**src/rtl/lcd_pattern_timing.sv**
```systemverilog
`timescale 1ns/1ps
`default_nettype none
// lcd_pattern_timing: RGB LCD timing generator (PCLK, HSYNC, VSYNC, DE) with DE-aligned RGB565 test patterns.
// Rev 1.0
module lcd_pattern_timing #(
  parameter int CLK_DIV  = 10,
  parameter int H_ACTIVE = 480,
  parameter int H_FP     = 8,
  parameter int H_SYNC   = 4,
  parameter int H_BP     = 43,
  parameter int V_ACTIVE = 272,
  parameter int V_FP     = 8,
  parameter int V_SYNC   = 4,
  parameter int V_BP     = 12
) (
  input  logic        CLK,
  input  logic        nRST,
  input  logic [1:0]  mode,
  input  logic [15:0] solid_rgb,
  output logic        LCD_PCLK,
  output logic        LCD_HSYNC,
  output logic        LCD_VSYNC,
  output logic        LCD_DE,
  output logic [4:0]  LCD_R,
  output logic [5:0]  LCD_G,
  output logic [4:0]  LCD_B,
  output logic [8:0]  pix_x,
  output logic [8:0]  pix_y,
  output logic        frame_start,
  output logic [15:0] frame_cnt
);

  localparam int H_TOTAL = H_SYNC + H_BP + H_ACTIVE + H_FP;
  localparam int V_TOTAL = V_SYNC + V_BP + V_ACTIVE + V_FP;
  localparam int H_START = H_SYNC + H_BP;
  localparam int H_END   = H_START + H_ACTIVE;
  localparam int V_START = V_SYNC + V_BP;
  localparam int V_END   = V_START + V_ACTIVE;
  localparam int BAR_W   = H_ACTIVE / 8;
  localparam int DW      = $clog2(CLK_DIV);
  localparam int HW      = $clog2(H_TOTAL);
  localparam int VW      = $clog2(V_TOTAL);
  localparam int BW      = (BAR_W > 1) ? $clog2(BAR_W) : 1;

  logic [DW-1:0] r_div;
  logic          r_pclk;
  logic [HW-1:0] r_h;
  logic [VW-1:0] r_v;
  logic [BW-1:0] r_bar_run;
  logic [2:0]    r_bar_idx;
  logic [1:0]    r_frame_mode;
  logic [15:0]   r_solid;
  logic          r_hsync;
  logic          r_vsync;
  logic          r_de;
  logic [15:0]   r_rgb;
  logic [8:0]    r_pix_x;
  logic [8:0]    r_pix_y;
  logic          r_frame_start;
  logic [15:0]   r_frame_cnt;

  logic          w_pix_ce;
  logic [DW-1:0] w_div_nxt;
  logic          w_h_last;
  logic          w_v_last;
  logic          w_h_act;
  logic          w_v_act;
  logic          w_de;
  logic          w_frame_top;
  logic          w_frame_wrap;
  logic [8:0]    w_x;
  logic [8:0]    w_y;
  logic [15:0]   w_rgb;

  // Pixel strobe; PCLK is registered from the next divider value so its edges line up with r_div.
  assign w_pix_ce  = (r_div == DW'(CLK_DIV - 1));
  assign w_div_nxt = w_pix_ce ? '0 : r_div + DW'(1);

  always_ff @(posedge CLK or negedge nRST) begin
    if (!nRST) begin
      r_div  <= '0;
      r_pclk <= 1'b1;
    end else begin
      r_div  <= w_div_nxt;
      r_pclk <= (w_div_nxt < DW'(CLK_DIV / 2));
    end
  end

  assign w_h_last     = (r_h == HW'(H_TOTAL - 1));
  assign w_v_last     = (r_v == VW'(V_TOTAL - 1));
  assign w_frame_top  = (r_h == '0) && (r_v == '0);
  assign w_frame_wrap = w_pix_ce && w_h_last && w_v_last;

  always_ff @(posedge CLK or negedge nRST) begin
    if (!nRST) begin
      r_h <= '0;
      r_v <= '0;
    end else if (w_pix_ce) begin
      if (w_h_last) begin
        r_h <= '0;
        r_v <= w_v_last ? '0 : r_v + VW'(1);
      end else begin
        r_h <= r_h + HW'(1);
      end
    end
  end

  assign w_h_act = (r_h >= HW'(H_START)) && (r_h < HW'(H_END));
  assign w_v_act = (r_v >= VW'(V_START)) && (r_v < VW'(V_END));
  assign w_de    = w_h_act && w_v_act;
  assign w_x     = 9'(r_h - HW'(H_START));
  assign w_y     = 9'(r_v - VW'(V_START));

  // Bar index follows x via a run-length counter, cleared outside the active part of each line.
  always_ff @(posedge CLK or negedge nRST) begin
    if (!nRST) begin
      r_bar_run <= '0;
      r_bar_idx <= '0;
    end else if (w_pix_ce) begin
      if (!w_h_act) begin
        r_bar_run <= '0;
        r_bar_idx <= '0;
      end else if (r_bar_run == BW'(BAR_W - 1)) begin
        r_bar_run <= '0;
        r_bar_idx <= r_bar_idx + 3'd1;
      end else begin
        r_bar_run <= r_bar_run + BW'(1);
      end
    end
  end

  // Pattern controls only change at the top of a frame, never mid-frame.
  always_ff @(posedge CLK or negedge nRST) begin
    if (!nRST) begin
      r_frame_mode <= 2'd0;
      r_solid      <= 16'h0000;
    end else if (w_pix_ce && w_frame_top) begin
      r_frame_mode <= mode;
      r_solid      <= solid_rgb;
    end
  end

  always_comb begin
    w_rgb = 16'h0000;
    case (r_frame_mode)
      2'd0: begin
        case (r_bar_idx)
          3'd0:    w_rgb = 16'hFFFF;
          3'd1:    w_rgb = 16'hFFE0;
          3'd2:    w_rgb = 16'h07FF;
          3'd3:    w_rgb = 16'h07E0;
          3'd4:    w_rgb = 16'hF81F;
          3'd5:    w_rgb = 16'hF800;
          3'd6:    w_rgb = 16'h001F;
          default: w_rgb = 16'h0000;
        endcase
      end
      2'd1:    w_rgb = {w_x[8:4], w_y[8:3], w_x[8:4] ^ w_y[8:4]};
      2'd2:    w_rgb = (w_x[4] ^ w_y[4]) ? 16'h0000 : 16'hFFFF;
      default: w_rgb = r_solid;
    endcase
  end

  always_ff @(posedge CLK or negedge nRST) begin
    if (!nRST) begin
      r_hsync <= 1'b1;
      r_vsync <= 1'b1;
      r_de    <= 1'b0;
      r_rgb   <= 16'h0000;
      r_pix_x <= 9'd0;
      r_pix_y <= 9'd0;
    end else if (w_pix_ce) begin
      r_hsync <= !(r_h < HW'(H_SYNC));
      r_vsync <= !(r_v < VW'(V_SYNC));
      r_de    <= w_de;
      r_rgb   <= w_de ? w_rgb : 16'h0000;
      if (w_de) begin
        r_pix_x <= w_x;
        r_pix_y <= w_y;
      end
    end
  end

  always_ff @(posedge CLK or negedge nRST) begin
    if (!nRST) begin
      r_frame_start <= 1'b0;
      r_frame_cnt   <= 16'd0;
    end else begin
      r_frame_start <= w_frame_wrap;
      if (w_frame_wrap) begin
        r_frame_cnt <= r_frame_cnt + 16'd1;
      end
    end
  end

  assign LCD_PCLK    = r_pclk;
  assign LCD_HSYNC   = r_hsync;
  assign LCD_VSYNC   = r_vsync;
  assign LCD_DE      = r_de;
  assign LCD_R       = r_rgb[15:11];
  assign LCD_G       = r_rgb[10:5];
  assign LCD_B       = r_rgb[4:0];
  assign pix_x       = r_pix_x;
  assign pix_y       = r_pix_y;
  assign frame_start = r_frame_start;
  assign frame_cnt   = r_frame_cnt;

endmodule
`default_nettype wire

```
**config.mk**
```make
export PLATFORM = sky130hd
export DESIGN_NAME = lcd_pattern_timing
export DESIGN_NICKNAME = d
export VERILOG_FILES = /design/src/rtl/lcd_pattern_timing.sv
export SDC_FILE = /design/constraint.sdc
export NUM_CORES = 1
export LEC_CHECK = 0
export CORE_UTILIZATION = 55
export DETAILED_ROUTE_END_ITERATION = 16
export GPL_TIMING_DRIVEN = 1
export PLACE_DENSITY_LB_ADDON = 0.08
export SYNTH_ARGS = -nofsm -noshare
export SYNTH_HDL_FRONTEND = slang
export SYNTH_SLANG_ARGS = --single-unit
```
**constraint.sdc**
```tcl
create_clock -name CLK -period 3.53 [get_ports CLK]
set_input_delay 1.059 -clock CLK [delete_from_list [all_inputs] [get_ports CLK]]
set_output_delay 1.059 -clock CLK [all_outputs]
set_load 0.03 [all_outputs]
```
-- After elaboration in Yosys (flattened, before gate mapping)
Cells that the tools add are included.
- register bits: 105
- bits of input ports: 20
- output and inout bits: 55
- word-level logic and storage cells: 73
- add/sub/neg operators: 8
- $lt $le $gt $ge: 7
- eq/ne operators: 13
- muxes and demuxes: 11
- bitwise gates (word level): 2
- reductions and logical operators: 16
- operators with widths (operator ; count):
    $pmux 16 s7 ; 1
    $pmux 16 s3 ; 1
    $mux 16 ; 2
    $add 16x1->16 const B ; 1
    $mux 6 ; 2
    $add 10x1->10 const B ; 1
    $eq 10x10->1 const B ; 1
    $ge 10x6->1 const B ; 1
    $logic_not 10->1 ; 1
    $lt 10x10->1 const B ; 1
    $lt 10x3->1 const B ; 1
    $mux 10 ; 1
    $add 9x1->9 const B ; 1
    $eq 3x3->1 const B ; 3
    $eq 9x9->1 const B ; 1
    $ge 9x5->1 const B ; 1
    $logic_not 9->1 ; 1
    $lt 9x3->1 const B ; 1
    $lt 9x9->1 const B ; 1
    $mux 9 ; 1
    $sub 9x5->9 const B ; 1
    $sub 9x6->9 const B ; 1
    $logic_and 1x1->1 ; 7
    $add 6x1->6 const B ; 1
    other kinds (18) ; 23

-- Logic depth before layout (Yosys ltp)
Gate-level depths: netlist of run 1.
- depth in word-level cells: 5
- mapped depth: 9
- depth with buffers taken out: 7

-- Worst setup path after synthesis of run 1
No wires, ideal clock.
- kind: register to register
- start point: reg r_h[5]
- end point: reg r_frame_mode[0]
- library setup time: 125 ps
- data arrival time: 2373 ps
- slack: 1032 ps
- stages on the path, launching flop included: 9
- buffers on the path: 3
- cell sequence: dfrtp_1 buf_2 or4_1 buf_2 or2_2 nor4_4 nand4_2 buf_2 mux2_2
- longest elaborated chain between the ends: 3
- RTL lines (element ; RTL line ; RTL):
    from (decl) ; 47 ; logic [HW-1:0] r_h;
    from (signal assigned) ; 103 ; r_h <= r_h + HW'(1);
    $logic_not 10->1 ; 91 ; assign w_frame_top = (r_h == '0) && (r_v == '0);
    $logic_and 1x1->1 ; 91 ;
    $logic_and 1x1->1 ; 137 ; end else if (w_pix_ce && w_frame_top) begin
    to (signal assigned) ; 138 ; r_frame_mode <= mode;
    to (decl) ; 51 ; logic [1:0] r_frame_mode;
Every way passes these cells.
A chain may end at the register's enable or synchronous reset.

-- Worst setup path in the final report of run 1
- start point: reg r_h[5]
- end point: reg r_rgb[7]
- longest elaborated chain between the ends: 4
- elaborated cells between the ends (all ways): 5
- those cells by class: order compare (2); mux (1); reduce/logical (2)
- RTL lines (element ; RTL line ; RTL):
    $ge 10x6->1 / $lt 10x10->1 (equally long branches) ; 108 ; assign w_h_act = (r_h >= HW'(H_START)) && (r_h < HW'(H_END));
    $logic_and 1x1->1 (*) ; 108 ;
    $logic_and 1x1->1 (*) ; 110 ; assign w_de = w_h_act && w_v_act;
    $mux 16 (*) ; 176 ; r_rgb <= w_de ? w_rgb : 16'h0000;
    to (signal assigned) ; 176 ;
    to (decl) ; 56 ; logic [15:0] r_rgb;
Every way passes the cells marked *; elsewhere a longest branch is shown, timed or not.

==> impl_metrics.env, run 1 <==
export IMPL_fp_dieW_microns=99.4
export IMPL_critPathBufInv=1
export IMPL_worst_pin_slew_ns=0.943
export IMPL_synth_edf_count=0
export IMPL_rows=35
export IMPL_wl_mm=11.7
export IMPL_cts_buffer_depth=2
export IMPL_slew_headroom_pct=37.1
export IMPL_rr_endpoint="r_rgb[7]"
export IMPL_setup_ws_ns=0.663
export IMPL_ys_async_sr_fraction_pct=100
export IMPL_routedWlPerCell_microns=17.4
export IMPL_ioPinCount=75
export IMPL_via_per_inst=5.98
export IMPL_portBuffers=74
export IMPL_numCtsBuffers=9
export IMPL_cp_end_kind="register"
export IMPL_hold_start="frame_cnt[15]"
export IMPL_drc_errors=0
export IMPL_run_status="finished, final reports clean"
export IMPL_met1_usage_pct=36.4
export IMPL_clkSinkCount=105
export IMPL_n_fill_cell=730
export IMPL_fin_crit_sh_pct=81.2
export IMPL_antenna_found_initial=0
export IMPL_grt_pass1_vias=4051
export IMPL_clkTransAtPathRegs_ns=0.10
export IMPL_vdd_drop_max_v=0.000190
export IMPL_final_cell_mix="dfrtp_1, clkdlybuf4s50_1, nand2_1"
export IMPL_busiest_layer="met2"
export IMPL_pwr_density_cell_nw_per_um2=330
export IMPL_ys_ff_latch=105
export IMPL_routabilityCongestion=0.882
export IMPL_root_buffer="clkbuf_8"
export IMPL_grt_setup_unrepaired="no"
export IMPL_power_leakage_nw=2.81
export IMPL_mostFrequentLayoutCell="dfrtp_1"
export IMPL_critical_path_cell_chain="or4_1 -> nor4b_2 -> o211ai_1 -> buf_4 -> nor3_1 -> a32o_1"
export IMPL_finalSetupTns_ns=0
export IMPL_synth_fp_nets=530
export IMPL_postCtsSetupRepairBufs=0
export IMPL_cts_htree_levels=3
export IMPL_ys_warn_count=0
export IMPL_synth_cell_types=56
export IMPL_reg2reg_depth=6
export IMPL_synthFlopType="dfrtp_1"
export IMPL_pre_cts_ws_ns=0.675
export IMPL_slew_violations=0
export IMPL_arrival_ns=3.18
export IMPL_hold_buffers=0
export IMPL_seq_area_frac_synth_pct=50.4
export IMPL_detail_route_first_pass_iterations=5
export IMPL_crit_start="r_h[5]"
export IMPL_netlist_area_sq_um=5220
export IMPL_hpwl_mm=8.32
export IMPL_critPathKind="reg2reg"
export IMPL_grt_util_all_layers_pct=25.8
export IMPL_crit_fanout=14
export IMPL_hold_depth=1
export IMPL_antenna_cells=0
export IMPL_grt_max_degree=60
export IMPL_grt_pass1_wl_mm=20.0
export IMPL_max_cap_violations=0
export IMPL_stdcell_area_sq_um=6260
export IMPL_cp_slowest_cell="or4_1"
export IMPL_area_delta_synth_final_pct=20.0
export IMPL_cts_tree="built"
export IMPL_worstReg2RegStart="r_h[5]"
export IMPL_core_sq_um=9200
export IMPL_fin_nets=594
export IMPL_met3_usage_pct=3.87
export IMPL_fin_crit_ns=2.87
export IMPL_clk_latency_ns=0.37
export IMPL_cts_resized=0
export IMPL_syn_area_per_cell_sq_um=10.6
export IMPL_drive_gt1_share_pct=12.8
export IMPL_hold_class="reg2reg"
export IMPL_place_area_sq_um=6060
export IMPL_met2_usage_pct=40.2
export IMPL_hold_viol=0
export IMPL_worstPathRequired_ns=3.84
export IMPL_rrSetupSlack_ns=0.66
export IMPL_die_area_sq_um=9880
export IMPL_max_freq_ghz=0.349
export IMPL_finalSetupViolCount=0
export IMPL_netlist_instances=494
export IMPL_start_util_pct=56.7
export IMPL_drt_iter0_drc=248
export IMPL_chipHeight_microns=99.4
export IMPL_holdPathEnd="frame_cnt[15]"
export IMPL_antenna_left=0
export IMPL_crit_family="simple AND/OR/NAND/NOR gates"
export IMPL_worst_setup_path_start_kind="register"
export IMPL_gr_total_overflow=0
export IMPL_routed_via_count=4028
export IMPL_cp_slowest_stage_delay_ns=0.67
export IMPL_fin_skew_ns=0.00947
cell families (layout without fill, tap and decap cells):
kind of cell	count (synthesis)	in the layout	synth area share, %
flip-flops	105	105	50.4
AO/OA/AOI/OAI	107	107	12.9
multiplexers	32	32	6.81
AND/OR/NAND/NOR	149	149	14.9
buffers and inverters	43	112	3.26
XOR/XNOR	42	42	7.89
adder cells (fa/ha/maj)	16	16	3.84
metal layers:
metal,routed length [microns],up-vias
met4,272,0
met3,702,28
li1,-,1873
met5,0,-
met1,5250,1972
met2,5520,155
power by group:
part           internal [mW]  leakage (nW)  total [mW]  switching (mW)
Sequential              1.21          1.40        1.22          0.0100
Combinational         0.0357          1.31      0.0761          0.0404
Clock                  0.335        0.0977       0.767           0.431
synthesized netlist by cell type (all sizes together), types with 2 or more instances:
master   instances  share of area [%]
a41oi            2               0.34
o21bai           3               0.43
o21ai           46                4.4
and3             6               0.72
mux2            28                6.0
clkbuf          21                1.5
nor4             5               0.89
o211ai           3               0.43
a31oi            4               0.48
dfstp            3                1.5
o2bb2ai          3               0.50
inv             14                1.0
o31ai            5               0.72
nor4b            2               0.46
nand2           47                3.4
or2              4               0.48
xnor2           23                3.9
a22o            10                1.7
or4              3               0.50
nand4           14                1.8
mux2i            4               0.77
xor2            16                2.7
and2             4               0.48
xor3             2               0.91
nand3           11                1.1
dfrtp          102                 49
ha              16                3.8
nor2            32                2.4
a21oi           18                1.7
a32o             4               0.77
or3              4               0.48
a211oi           2               0.29
nor2b            2               0.29
buf              8               0.74
nor3            11                1.2
stage by stage:
stage,std cells,hold WS [ns],power (mW),utilization [%]
floorplan,494,0.471,1.27,-
finish,674,0.476,2.07,68.1
detailed placement,658,0.465,1.32,65.9
CTS,674,0.480,2.08,68.1
global placement,658,0.462,1.32,65.9
global route,674,0.518,2.13,68.1
how the worst max path moves through the flow:
stage                            endpoint  depth (start not counted)
after floorplan           r_frame_mode[0]                          8
after global placement         r_solid[7]                          5
after detailed placement       r_solid[2]                          5
after CTS                      r_solid[2]                          5
after global routing             r_rgb[7]                          6
final                            r_rgb[7]                          6
worst register-to-register path, delay by kind of cell, from the launching register on:
kind            cells  cell delay, ns
flops               1            0.49
simple gates        3            1.66
compound gates      2            0.44
buf+inv             1            0.22
cell type report:
type                       instances  area (sq um)  area share (%)
clock inverter                     7          78.8            1.26
inverter                          14          52.6           0.839
tap                              111           139            2.22
clock buffer                       9           124            1.98
multi-input combinational        346          2430            38.8
timing repair buffer              82           811            12.9
sequential                       105          2630            42.0
state kept, by name, summed over array words and instances (netlist names), 6 cells and up:
name       flops
frame_cnt     16
r_h           10
pix_x          9
pix_y          9
r_bar_run      6
r_v            9
r_solid       16
r_rgb         16
Note: power is estimated with default switching activity, not from simulation.
==> inputs of run 2 (changes only) <==
--- a/config.mk
+++ b/config.mk
@@ -5,7 +5,7 @@
 export SDC_FILE = /design/constraint.sdc
 export NUM_CORES = 1
 export LEC_CHECK = 0
-export CORE_UTILIZATION = 55
+export CORE_UTILIZATION = 49
 export DETAILED_ROUTE_END_ITERATION = 16
 export GPL_TIMING_DRIVEN = 1
 export PLACE_DENSITY_LB_ADDON = 0.08
==> constraint.sdc (replaced) <==
create_clock -name CLK -period 2.6 [get_ports CLK]
set_input_delay 0.78 -clock CLK [delete_from_list [all_inputs] [get_ports CLK]]
set_output_delay 0.78 -clock CLK [all_outputs]
set_load 0.03 [all_outputs]
==> run 2 against run 1 <==
Maximum frequency rose by 11%; clock power rose by 53%; non-clock buffer count rose by 33; hold slack got worse by 0.13 ns; worst setup slack got worse by 0.65 ns; total power rose by 42%; largest power group unchanged; first-iteration DRC count rose by 21%; clock-buffer cell count did not move; global-route usage fell by 1.1 points; flip-flop and latch count did not move; via count rose by 2.9%; register-to-register slack got worse by 0.65 ns.
==> impl_metrics.env, run 2 (synthesis results as in run 1) <==
export IMPL_worst_setup_path_start_kind="register"
export IMPL_area_delta_synth_final_pct=26.2
export IMPL_drt_iter0_drc=301
export IMPL_worst_pin_slew_ns=0.616
export IMPL_routabilityCongestion=0.877
export IMPL_seqPwrFrac_pct=56.4
export IMPL_max_freq_ghz=0.387
export IMPL_final_cell_count_no_fill=732
export IMPL_stdcell_area_sq_um=6590
export IMPL_slew_headroom_pct=58.5
export IMPL_core_sq_um=10300
export IMPL_run_status="finished, final reports clean"
export IMPL_whs_ns=0.351
export IMPL_antenna_cells=0
export IMPL_cts_tree="built"
export IMPL_grt_max_degree=51
export IMPL_hold_buffers=0
export IMPL_final_cell_mix="dfrtp_1, clkdlybuf4s50_1, nand2_1"
export IMPL_antenna_found_initial=0
export IMPL_p_total_mw=2.94
export IMPL_p_switching_uw=681
export IMPL_chipHeight_microns=105
export IMPL_rr_endpoint="frame_cnt[12]"
export IMPL_met3_usage_pct=4.18
export IMPL_hpwl_mm=9.13
export IMPL_vdd_drop_max_v=0.000346
export IMPL_cp_slowest_cell="or4_1"
export IMPL_place_area_sq_um=6350
export IMPL_root_buffer="clkbuf_8"
export IMPL_dpl_cell_count=716
export IMPL_swShare_pct=23.1
export IMPL_internal_power_mw=2.26
export IMPL_pwr_density_cell_nw_per_um2=447
export IMPL_hold_class="in2async"
export IMPL_met2_usage_pct=38.3
export IMPL_power_leakage_nw=3.00
export IMPL_grt_setup_unrepaired="yes"
export IMPL_fp_dieW_microns=105
export IMPL_clkTransAtPathRegs_ns=0.11
export IMPL_cts_htree_levels=3
export IMPL_met1_usage_pct=36.0
export IMPL_clkSinkCount=105
export IMPL_fin_nets=627
export IMPL_drive_gt1_share_pct=17.6
export IMPL_p_comb_share_pct=3.8
export IMPL_critPathKind="reg2reg"
export IMPL_detail_route_first_pass_iterations=5
export IMPL_ioPinCount=75
export IMPL_antenna_left=0
export IMPL_fin_skew_ns=0.0157
export IMPL_arrival_ns=2.88
export IMPL_routed_via_count=4146
export IMPL_portBuffers=74
export IMPL_busiest_layer="met2"
export IMPL_cp_end_kind="register"
export IMPL_grt_pass1_wl_mm=21.3
export IMPL_crit_fanout=8
export IMPL_hold_viol=0
export IMPL_clk_latency_ns=0.38
export IMPL_worstPathRequired_ns=2.90
export IMPL_worstReg2RegStart="r_v[4]"
export IMPL_die_area_sq_um=11100
export IMPL_gr_total_overflow=0
export IMPL_grt_pass1_vias=4101
export IMPL_reg2reg_depth=8
export IMPL_finalSetupViolCount=0
export IMPL_rrSetupSlack_ns=0.02
export IMPL_fin_crit_ns=2.58
export IMPL_start_util_pct=50.6
export IMPL_drc_errors=0
export IMPL_slew_violations=0
export IMPL_routedWlPerCell_microns=17.3
export IMPL_grt_util_all_layers_pct=24.7
export IMPL_mostFrequentLayoutCell="dfrtp_1"
export IMPL_fin_crit_sh_pct=99.3
export IMPL_via_per_inst=5.66
export IMPL_clkPwrFrac_pct=39.8
export IMPL_wl_mm=12.7
export IMPL_numCtsBuffers=9
export IMPL_cp_slowest_stage_delay_ns=0.61
export IMPL_critical_path_cell_chain="buf_4 -> inv_1 -> ha_1 -> nand2_1 -> or4_1 -> or3_1 -> nor2_2 -> xor2_1"
export IMPL_max_cap_violations=0
export IMPL_cts_buffer_depth=2
export IMPL_rows=37
## run 2: changes by cell type in the layout (fill, tap and decap cells not counted), sizes merged
cell,before,now
inv,16,17
clkinvlp,2,0
bufinv,1,2
buf,9,42
## run 2: worst max path at each step
stage               startpoint               to  slack [ns]  cells past startpoint
finish                  r_v[4]    frame_cnt[12]        0.02                      8
global route            r_v[4]    frame_cnt[12]       -0.09                      8
CTS                     r_v[4]    frame_cnt[12]        0.02                      8
detailed placement      r_v[4]    frame_cnt[12]        0.07                      8
global placement        r_v[4]    frame_cnt[14]        0.12                      8
floorplan               r_h[5]  r_frame_mode[0]        0.10                      8
## run 2: routing by layer
| layer | routed length [microns] | up-vias |
|---|---|---|
| li1 | - | 1941 |
| met1 | 5960 | 2084 |
| met2 | 5990 | 108 |
| met3 | 541 | 13 |
| met4 | 157 | 0 |
| met5 | 0 | - |
## run 2: critical path: cells and delay by family (launching register included)
family                   cells  cell delay, ns
AND/OR/NAND/NOR              4            1.38
flip-flops                   1            0.40
buffers and inverters        2            0.37
adder cells (fa/ha/maj)      1            0.19
XOR/XNOR                     1            0.18
## run 2: layout make-up
type,instances,area [sq um]
Multi-Input combinational cell,346,2430
Tap cell,136,170
Timing Repair Buffer,115,1070
Sequential cell,105,2630
Clock buffer,9,124
Inverter,14,52.6
Clock inverter,7,109
Fill cell,853,3740
## run 2: metrics by stage
step	utilization (%)	setup slack (ns)	TNS (ns)
final	63.8	0.0174	0
after detailed placement	61.5	0.0735	0
after global placement	61.5	0.117	0
after CTS	63.8	0.0161	0
after floorplan	-	0.102	0
after global routing	63.8	-0.0893	-0.538
## run 2: power by group through the flow
stage | sequential (mW) | combinational (mW) | clock (mW)
final | 1.66 | 0.112 | 1.17
after global placement | 1.69 | 0.112 | 0
after global routing | 1.66 | 0.128 | 1.26
after detailed placement | 1.69 | 0.115 | 0
after CTS | 1.66 | 0.115 | 1.20
after floorplan | 1.68 | 0.0405 | 0
## run 2: what timing repair did
item	CTS	global route
setup endpoints to repair	0	16
resized for setup	0	1
buffers inserted	0	0
==> inputs of run 3 (changes only) <==
--- a/config.mk
+++ b/config.mk
@@ -5,10 +5,13 @@
 export SDC_FILE = /design/constraint.sdc
 export NUM_CORES = 1
 export LEC_CHECK = 0
+export ABC_CLOCK_PERIOD_IN_PS = 2600
 export CORE_UTILIZATION = 49
+export CTS_CLUSTER_DIAMETER = 150
 export DETAILED_ROUTE_END_ITERATION = 16
 export GPL_TIMING_DRIVEN = 1
 export PLACE_DENSITY_LB_ADDON = 0.08
+export SLEW_MARGIN = 20
 export SYNTH_ARGS = -nofsm -noshare
 export SYNTH_HDL_FRONTEND = slang
 export SYNTH_SLANG_ARGS = --single-unit
==> results of run 3 <==
The final DEF is identical to that of run 2; final timing and power are the same.
